## src/rtl/vec_pipe_pkg.sv

```systemverilog
// Shared types for the vector forwarding/hazard slice.
// Tags hold in-flight writers; dest is stored zero-extended to MAX_AW.
package vec_pipe_pkg;

  localparam int MAX_AW = 8;

  typedef logic [MAX_AW-1:0] reg_addr_t;

  typedef struct packed {
    logic      valid;
    logic      we;
    reg_addr_t dest;
    logic      vf;
    logic      is_load;
  } tag_t;

  localparam reg_addr_t ZERO_REG = '0;

  function automatic logic operand_match(
    tag_t      t,
    logic      rd,
    reg_addr_t addr,
    logic      vf
  );
    return t.valid & t.we & rd
         & (addr != ZERO_REG)
         & (addr == t.dest)
         & (vf == t.vf);
  endfunction

endpackage

```

## src/rtl/fwd_operand_sel.sv

```systemverilog
// Priority match of one source operand against the tag pipeline.
// The youngest (lowest index) matching stage supplies the data.
module fwd_operand_sel
  import vec_pipe_pkg::*;
#(
  parameter int DATA_W     = 128,
  parameter int FWD_STAGES = 3,
  parameter int LOAD_LAT   = 1
) (
  input  tag_t [FWD_STAGES-1:0]        tags,
  input  logic                         rd,
  input  reg_addr_t                    addr,
  input  logic                         vf,
  input  logic [DATA_W-1:0]            rf,
  input  logic [FWD_STAGES*DATA_W-1:0] res,
  output logic [DATA_W-1:0]            out,
  output logic                         hit,
  output logic                         load_use
);

  // Walk oldest to youngest so the youngest match is the last write.
  always_comb begin
    out      = rf;
    hit      = 1'b0;
    load_use = 1'b0;
    for (int k = FWD_STAGES - 1; k >= 0; k--) begin
      if (operand_match(tags[k], rd, addr, vf)) begin
        out      = res[k*DATA_W +: DATA_W];
        hit      = 1'b1;
        load_use = tags[k].is_load && (k < LOAD_LAT);
      end
    end
  end

endmodule

```

## src/rtl/vec_forward_hazard_unit.sv

```systemverilog
// Vector operand forwarding with load-use stall detection.
// Keeps a registered tag pipeline of writers from EX onward.
module vec_forward_hazard_unit
  import vec_pipe_pkg::*;
#(
  parameter int DATA_W     = 128,
  parameter int REG_AW     = 4,
  parameter int NUM_SRC    = 2,
  parameter int FWD_STAGES = 3,
  parameter int LOAD_LAT   = 1,
  parameter int CNT_W      = 16
) (
  input  logic                         clk,
  input  logic                         rst_n,
  input  logic                         flush,
  input  logic                         stall_ext,
  input  logic                         of_valid,
  input  logic                         of_we,
  input  logic [REG_AW-1:0]            of_dest,
  input  logic                         of_vf,
  input  logic                         of_is_load,
  input  logic [NUM_SRC-1:0]           src_use,
  input  logic [NUM_SRC*REG_AW-1:0]    src_addr,
  input  logic [NUM_SRC*DATA_W-1:0]    src_rf,
  input  logic [FWD_STAGES*DATA_W-1:0] stage_res,
  output logic [NUM_SRC*DATA_W-1:0]    src_out,
  output logic [NUM_SRC-1:0]           fwd_hit,
  output logic                         hazard_stall,
  output logic [CNT_W-1:0]             stall_count
);

  tag_t [FWD_STAGES-1:0] tags;
  tag_t                  push;
  logic [NUM_SRC-1:0]    load_use;

  assign push = '{
    valid:   of_valid,
    we:      of_we,
    dest:    reg_addr_t'(of_dest),
    vf:      of_vf,
    is_load: of_is_load
  };

  for (genvar g = 0; g < NUM_SRC; g++) begin : g_src
    fwd_operand_sel #(
      .DATA_W    (DATA_W),
      .FWD_STAGES(FWD_STAGES),
      .LOAD_LAT  (LOAD_LAT)
    ) u_sel (
      .tags    (tags),
      .rd      (src_use[g]),
      .addr    (reg_addr_t'(src_addr[g*REG_AW +: REG_AW])),
      .vf      (of_vf),
      .rf      (src_rf[g*DATA_W +: DATA_W]),
      .res     (stage_res),
      .out     (src_out[g*DATA_W +: DATA_W]),
      .hit     (fwd_hit[g]),
      .load_use(load_use[g])
    );
  end

  assign hazard_stall = of_valid & (|load_use);

  always_ff @(posedge clk or negedge rst_n) begin
    if (!rst_n) begin
      tags <= '0;
    end else if (flush) begin
      for (int k = 0; k < FWD_STAGES; k++) begin
        tags[k].valid <= 1'b0;
      end
    end else if (!stall_ext) begin
      for (int k = FWD_STAGES - 1; k > 0; k--) begin
        tags[k] <= tags[k-1];
      end
      tags[0] <= hazard_stall ? '0 : push;
    end
  end

  // Counter follows the stall even when a flush wins the tag update.
  always_ff @(posedge clk or negedge rst_n) begin
    if (!rst_n) begin
      stall_count <= '0;
    end else if (hazard_stall && !stall_ext
                 && (stall_count != {CNT_W{1'b1}})) begin
      stall_count <= stall_count + 1'b1;
    end
  end

endmodule

```

## config.mk

```make
export PLATFORM = sky130hd
export DESIGN_NAME = vec_forward_hazard_unit
export DESIGN_NICKNAME = d
export VERILOG_FILES = /design/src/rtl/vec_pipe_pkg.sv /design/src/rtl/fwd_operand_sel.sv /design/src/rtl/vec_forward_hazard_unit.sv
export SDC_FILE = /design/constraint.sdc
export NUM_CORES = 1
export LEC_CHECK = 0
export ABC_AREA = 1
export BUFFER_PORTS_ARGS = -buffer_cell sky130_fd_sc_hd__buf_2
export CORE_AREA = 3 3 367 369
export CTS_CLUSTER_DIAMETER = 100
export DETAILED_ROUTE_END_ITERATION = 16
export DIE_AREA = 0 0 370 372
export GPL_TIMING_DRIVEN = 0
export MAX_ROUTING_LAYER = met4
export SYNTH_ARGS = -nofsm -noshare
export SYNTH_HDL_FRONTEND = slang
export SYNTH_SLANG_ARGS = --single-unit
```

## constraint.sdc

```tcl
create_clock -name clk -period 2.45 [get_ports clk]
set_input_delay 0.49 -clock clk [delete_from_list [all_inputs] [get_ports clk]]
set_output_delay 0.49 -clock clk [all_outputs]
set_load 0.01 [all_outputs]
```

# == Yosys cells after proc, flatten, opt, wreduce, memory -nomap -nowiden ==
# Cells that the tools add are included.
# word_totals
reg_bits,52
inputBits,662
out_inout_bits,275
word_cells,84
# op_classes
add_sub_neg,1
n_eq_ne,11
mux,19
bitwise_logic,30
n_reduce_logical,7
# ops
op,n
2-to-1 mux 128 bit,6
== test 4 x 8 -> 1 bit,6
2-to-1 mux 36 bit,1
AND 1 bit,28
adder 16 x 1 -> 16 bit (second input constant),1
!= test 16 bit (second input constant),1
nonzero test 8 bit,2
2-to-1 mux 12 bit,1
2-to-1 mux 1 bit,11
== test 1 bit,3
logical AND 1 bit,2
!= test 2 bit (second input constant),1
inverter 1 bit,2
AND reduction 2 bit,1
OR reduction 2 bit,1
zero test 1 bit,1

# == Logic depth before layout (Yosys ltp) ==
# Gate-level depths: netlist of run 1.
# depth
ltp_word,11
ltp_mapped,13
ltp_nobuf,12

# == Cells and area by module ==
# From an unflattened synthesis of run 1, not the netlist that was laid out.
# unflattened
cells_unflattened,3296
area_unflattened_um2,15001.9
# modules_own_cells
mod,instances,cells_per_inst,area_per_inst_um2,seq_area_each_um2
fwd_operand_sel,2,1522,6527.5,0.0
vec_forward_hazard_unit,1,252,1946.9,1001.0

# == Worst setup path after synthesis of run 1 ==
# OpenSTA, ideal clock, no wires.
# synth_timing
path_type,input-to-output
start,input port of_vf
end,output port src_out[126]
arrival_time_ps,1640
required_time_ps,1960
slack_ps,320
cell_stages,9
path_buffers,3
cell_sequence,xnor2_1 nand3_1 or2_1 buf_6 buf_6 buf_6 nor2_1 nor2_1 a21oi_1
# synth_between
elab_chain_cells,5
elab_cells_between_ends,9
classes_between,eq/ne (3); mux (3); bitwise (3)
# synth_lines
item,line_no,text
from (decl),vec_forward_hazard_unit.sv:20,"input logic of_vf,"
== test 1 bit,vec_pipe_pkg.sv:28,& (vf == t.vf);
AND 1 bit,vec_pipe_pkg.sv:28,
2-to-1 mux 128 bit (2 in series),fwd_operand_sel.sv:27,"if (operand_match(tags[k], rd, addr, vf)) begin"
2-to-1 mux 128 bit *,fwd_operand_sel.sv:27,
to (decl),vec_forward_hazard_unit.sv:26,"output logic [NUM_SRC*DATA_W-1:0] src_out,"
# Every way passes the cells marked *; elsewhere a longest branch is shown, timed or not.

# == Final worst setup path of run 1 ==
# layout_timing
start,"register, netlist name tags[29]"
end,output port src_out[66]
# layout_between
elab_chain_cells,6
# layout_lines
item,line_no,text
== test 4 x 8 -> 1 bit,vec_pipe_pkg.sv:27,& (addr == t.dest)
AND 1 bit,vec_pipe_pkg.sv:27,
AND 1 bit,vec_pipe_pkg.sv:28,
2-to-1 mux 128 bit (3 in series),fwd_operand_sel.sv:27,
# No other way between the ends.

==> flow_metrics.tcl, run 1 <==
set metrics [dict create \
    rows 133 \
    fp.dieW_um 370 \
    die_y_um 372 \
    hp-class "in2async" \
    drc 0 \
    fin_util 0.182 \
    ir_drop_mv 0.247 \
    min_period_ns 3.04 \
    routed_wl_um 161000 \
    crit_path_max_incr_delay_ns 0.43 \
    synth_area_leaders "nor2_1, nand3_1, o21ai_0" \
    hold_violations 0 \
    synthesis.area_um2 11600 \
    synth_top_family_by_area "simple AND/OR/NAND/NOR gates" \
    worst_setup_path_end_kind "primary output" \
    die_area_um2 138000 \
    maxSlewHeadroom 0.390 \
    fin_cells 5144 \
    finalPower_mw 3.98 \
    synth.area.mux_share 0 \
    clockRootBuffer "clkbuf_16" \
    num-fill-cells 15400 \
    fin_tns_setup_ns -106.78 \
    internal_power_mw 2.07 \
    cts_tree "built" \
    wire_per_inst_um 31.2 \
    yosysWarnings 0 \
    rsz0062_at_grt "yes" \
    setup_viol 259 \
    drtPass1Iterations 5 \
    ant_nets 0 \
    netlist.area_leader.share 0.127 \
    pwr-share-clk 0.169 \
    grt_first_pass_wirelength_um 196000 \
    place.gp.congestion 1.03 \
    power_leakage_nw 11.4 \
    grt_max_degree 39 \
    placed_cells 5001 \
    max_freq_ghz 0.329 \
    io_buffer_count 936 \
    failed_checks "negative setup slack" \
    antenna_found_initial 115 \
    synthAdderAreaFrac 0.00108 \
    dp_hpwl_um 133000 \
    worst_r2r_startpoint "tags[5]" \
    cpMaxStageDelayCell "dfrtp_1" \
    cts_buffers 5 \
    multi_input_area_um2 10900 \
    slew_violations 0 \
    max_slew.worst_pin.slew_ns 0.916 \
    area_delta_synth_final_pct 106 \
    switchingPower_mw 1.91 \
    synth-simple-area-share 0.451 \
    grt_usage 0.219 \
    io_pins 937 \
    num_vias 22200 \
    crit_top_cell "buf_12" \
    finalCritPeriodShare 1.24 \
    timing.rr.end "tags[2]" \
    clkLatencyLatePin_ns 0.29 \
    drt_iter0_markers 1971 \
    fin_nets 3995 \
    initial_utilization 0.0883 \
    synth-seq-cells 38 \
    grt_pass1_vias 20800 \
    clock-sinks 38 \
    post-place-ws_ns -1.74 \
    synthCells 2310 \
    cts_hold_buf 0 \
    crit_path_max_fanout 8 \
    avgSynthCellArea_um2 5.02 \
    synth_cell_type_count 31 \
    start_kind "register" \
    synth_compound_area_frac 0.270 \
    max_cap_violations 0 \
    synthXorXnorAreaFrac 0.0106 \
    postLayoutSetupSlackWorst_ns -0.593 \
    rrSetupSlack_ns 0.39 \
    placed_area_um2 18500 \
    p_sw_frac 0.479 \
    final_cell_mix "buf_2, nand2_1, inv_1" \
    crit_chain "xnor2_1 -> nand4_1 -> or2_1 -> buf_12 -> buf_16 -> buf_12 -> nor2_4 -> nor2_1 -> a21oi_2 -> buf_2" \
    cp_data_arrival_time_ns 2.55 \
    yosys.area.top_type "nor2_1" \
    clk_path_buf_depth 2 \
    holdWs_ns 0.336 \
    seq_power_share 0.185 \
    layout_commonest_cell "buf_2" \
    status "finished, violations left" \
    syn_nets 2973 \
    routed_via_density 4.32 \
    worstSetupPathType "reg2out" \
    cts.htree.levels 2 \
    stdcell_area_um2 23900 \
    p_per_area_nw_per_um2 166 \
    required_ns 1.96 \
    drive_gt1_frac 0.523 \
    core_um2 131000 \
    path_clk_slew_ns 0.06 \
    combPwrFrac 0.645 \
    r2r_cells 10 \
    seq_area_um2 956 \
    overflow 0 \
    clock_skew_ns 0.00425 \
    synth-seq-area-share 0.0819 \
]
==> power by group through the flow <==
stage	Clock (mW)	Combinational, mW	Sequential (mW)
floorplan	0	0.783	0.729
global placement	0	2.18	0.744
detailed placement	0	2.18	0.744
CTS	0.689	2.34	0.733
global route	0.705	2.70	0.744
finish	0.674	2.57	0.739
==> state kept, by name, summed over array words and instances, names as in the netlist <==
name and flops:
tags 22, stall_count 16
==> cell type report <==
cell class,count,area share
repair buffers,1016,0.267
plain buffers,190,0.0872
well taps,1755,0.0918
multi-input cells,1777,0.454
clock buffers,6,0.00580
diodes,56,0.00586
flip-flops and latches,38,0.0400
inverters,304,0.0477
clock inverters,2,0.000523
==> critical path, delay by kind of cell (launching register included) <==
kind / cells / cell delay [ns]
and+or+nand+nor: 4 / 0.60
DFF: 1 / 0.43
AOI/OAI and AO/OA: 1 / 0.27
xor gates and xnor gates: 1 / 0.17
buffers and inverters: 4 / 0.74
==> routing by layer <==
layer | vias up | routed length, µm | track usage | share of wire
met5 | - | 0 | - | 0
li1 | 9612 | - | - | -
met2 | 1309 | 71800 | 0.344 | 0.45
met4 | 0 | 4670 | 0.0401 | 0.029
met1 | 11000 | 72000 | 0.291 | 0.45
met3 | 262 | 12100 | 0.0457 | 0.075
==> worst max path at each step <==
stage / start / slack, ns / to
2_1_floorplan: of_vf / 0.32 / src_out[126]
3_3_place_gp: src_addr[5] / -2.00 / src_out[200]
3_5_place_dp: src_addr[5] / -1.74 / src_out[197]
4_1_cts: tags[16] / -0.57 / src_out[197]
5_1_grt: tags[10] / -0.62 / src_out[66]
6_report: tags[29] / -0.59 / src_out[66]
==> what timing repair did <==
| item | 4_1_cts | 5_1_grt |
|---|---|---|
| buffers inserted | 25 | 26 |
| pin swaps | 53 | 146 |
| endpoints found under the setup margin | 259 | 259 |
| gates cloned | 10 | 22 |
| endpoints found under the hold margin | 0 | 0 |
| resized for setup | 580 | 607 |
==> logic make-up after synthesis <==
| kind of cell | Yosys count |
|---|---|
| adders and majority gates | 1 |
| and+or+nand+nor | 1215 |
| xor gates and xnor gates | 14 |
| AOI/OAI and AO/OA | 547 |
| buffers and inverters | 495 |
| DFF | 38 |
==> synthesized netlist by cell type <==
master     count
nor2_1       393
nand2_1      359
inv_1        302
nand3_1      274
o21ai_0      272
a21oi_1      159
nor3_1       138
buf_2        116
a21oi_2      101
clkbuf_1      44
dfrtp_1       38
nor2_2        28
buf_6         14
buf_4         10
xnor2_1       10
nand4_1        9
o21ai_1        8
buf_1          6
nand2_2        5
nand3b_1       4
o22ai_1        4
xor2_1         4
inv_2          2
o21ai_2        2
or2_1          2
and3_1         1
buf_8          1
ha_1           1
nand4_4        1
nor3_2         1
o2111ai_1      1
(Power assumes the default switching activity.)
==> inputs of run 2 (changes only) <==
ABC_AREA = 0   (was 1)
CORE_AREA = 3 3 365 367   (was 3 3 367 369)
DIE_AREA = 0 0 368 370   (was 0 0 370 372)
==> run 2 against run 1 <==
The run still ends with negative setup slack left. Clock-buffer cell count unchanged. Clock skew grew 0.0036 ns. Final cell count fell by 22%. First-iteration DRC count down 15%. Non-clock buffer count down 38. Worst hold slack better by 0.030 ns. Synthesized area fell by 27%. Sequential share of layout area is 0.23 points higher. Critical path depth did not move. Setup slack got worse by 0.12 ns. Register-to-register slack got worse by 0.27 ns. Largest cell class unchanged.
==> flow_metrics.tcl, run 2 <==
set metrics [dict create \
    finalCritPeriodShare 1.29 \
    cp_data_arrival_time_ns 2.67 \
    routed_via_density 4.16 \
    drt_iter0_markers 1672 \
    maxSlewHeadroom 0.347 \
    min_period_ns 3.16 \
    clockRootBuffer "clkbuf_16" \
    fp.dieW_um 368 \
    regMostFlops "tags" \
    max_freq_ghz 0.316 \
    antenna_found_initial 148 \
    layout_commonest_cell "buf_2" \
    p_per_area_nw_per_um2 171 \
    largest_reg_flops 22 \
    dp_hpwl_um 127000 \
    required_ns 1.96 \
    cts_tree "built" \
    setup_viol 259 \
    start_kind "register" \
    yosys.area.top_type "mux2i_1" \
    crit_start "tags[14]" \
    synthArstFlopShare 1.00 \
    io_pins 937 \
    worst_setup_path_end_kind "primary output" \
    place.gp.congestion 0.974 \
    grt_usage 0.210 \
    fin_tns_setup_ns -139.75 \
    ys.flop_type "dfrtp_1" \
    postLayoutSetupSlackWorst_ns -0.712 \
    drc 0 \
    synth_enable_flop_cells 0 \
    drive_gt1_frac 0.774 \
    syn_nets 1794 \
    num_vias 16600 \
    grt_first_pass_wirelength_um 180000 \
    worstSetupPathType "reg2out" \
    fin_nets 2836 \
    synth_most_common_cell "a21oi_1" \
    grt_max_degree 39 \
    routed_wl_um 152000 \
    die_area_um2 136000 \
    holdWs_ns 0.366 \
    clkLatencyLatePin_ns 0.28 \
    synthesis.area_um2 8440 \
    hp-class "in2async" \
    status "finished, violations left" \
    max_slew.worst_pin.slew_ns 0.979 \
    yosysWarnings 0 \
    ant_nets 0 \
    final_cell_mix "buf_2, a21oi_2, mux2i_1" \
    cts.htree.levels 2 \
    multi_input_area_um2 10400 \
    overflow 0 \
    io_buffer_count 927 \
    path_clk_slew_ns 0.06 \
    synthCells 1131 \
    slew_violations 0 \
    seq_area_um2 961 \
    clock_skew_ns 0.00788 \
    wire_per_inst_um 38.0 \
    core_um2 130000 \
    clock-sinks 38 \
    power_leakage_nw 10.5 \
    hold_violations 0 \
    worst_r2r_startpoint "stall_count[0]" \
    synth-seq-area-share 0.113 \
    area_delta_synth_final_pct 169 \
    crit_path_max_fanout 10 \
    synth_common_cells "a21oi_1, mux2i_1, o22ai_1" \
    synth-seq-cells 38 \
    num-fill-cells 14700 \
    largest_registers "tags (22), stall_count (16)" \
    synth_area_leaders "mux2i_1, o22ai_1, a21oi_1" \
    drtPass1Iterations 5 \
    failed_checks "negative setup slack" \
    avgSynthCellArea_um2 7.46 \
    netlist.area_leader.share 0.306 \
    die_y_um 370 \
    clk_path_buf_depth 2 \
    rows 132 \
    ir_drop_mv 0.335 \
    synth_cell_type_count 45 \
    grt_pass1_vias 15700 \
    cts_buffers 5 \
    rsz0062_at_grt "yes" \
    max_cap_violations 0 \
    initial_utilization 0.0650 \
    fin_util 0.175 \
    r2r_cells 6 \
]
-- run 2: through the flow --
stage	cells	area, µm²	worst slack, ns	total power [mW]
after floorplan	1131	9470	-0.0433	1.42
after global placement	3800	16300	-2.12	2.66
after detailed placement	3800	16300	-2.08	2.68
after CTS	3871	20500	-0.648	3.73
after global routing	3971	22700	-0.716	4.05
final	3993	22700	-0.712	3.90
-- run 2: final timing paths --
path | endpoint | slack, ns
hold reg to reg | tags[34] | 0.49
hold / removal | stall_count[0] | 0.37
setup / recovery | src_out[201] | -0.71
max in group asynchronous | tags[28] | 1.41
min in group clk | tags[2] | 0.45
setup reg to reg | stall_count[1] | 0.12
-- run 2: cells by family after synthesis --
family / synth area share
adders and majority gates: 0.00148
and+or+nand+nor: 0.0592
muxes: 0.310
DFF: 0.113
buffers and inverters: 0.0918
xor gates and xnor gates: 0.0415
AOI/OAI and AO/OA: 0.383
-- run 2: timing repair --
action                     in CTS  in global routing
cloned                         22                 21
hold buffers                    0                  0
resized for setup             625                284
setup endpoints to repair     259                260
buffers inserted               42                 33
pin swaps                      95                117
-- run 2: power by group --
part | total [mW] | switching (mW) | internal [mW]
logic | 2.37 | 1.32 | 1.05
registers | 0.759 | 0.0766 | 0.682
clock network | 0.773 | 0.270 | 0.503
total | 3.90 | 1.66 | 2.24
-- run 2: layout make-up --
| type | instances | share of cell area |
|---|---|---|
| clock inverters | 1 | 0.00132 |
| well taps | 1742 | 0.0959 |
| plain buffers | 132 | 0.0968 |
| inverters | 2 | 0.000330 |
| diodes | 78 | 0.00859 |
| flip-flops and latches | 38 | 0.0423 |
| multi-input cells | 958 | 0.456 |
| repair buffers | 1036 | 0.293 |
| clock buffers | 6 | 0.00611 |
-- run 2: worst max-delay path, stage by stage (launching register included) --
cell and delay (ns):
dfrtp_1 0.43, buf_6 0.15, xor2_2 0.14, nor4_2 0.22, buf_4 0.17, o2111ai_2 0.19, buf_12 0.23, clkbuf_16 0.26
o22ai_4 0.27, a21oi_4 0.10, buf_6 0.14
-- run 2: layer usage --
metal	part of all wire	vias to the layer above	GRT usage
met1	0.42	8249	0.260
met5	0	-	-
met4	0.043	0	0.0637
li1	-	6714	-
met3	0.088	322	0.0580
met2	0.45	1328	0.332
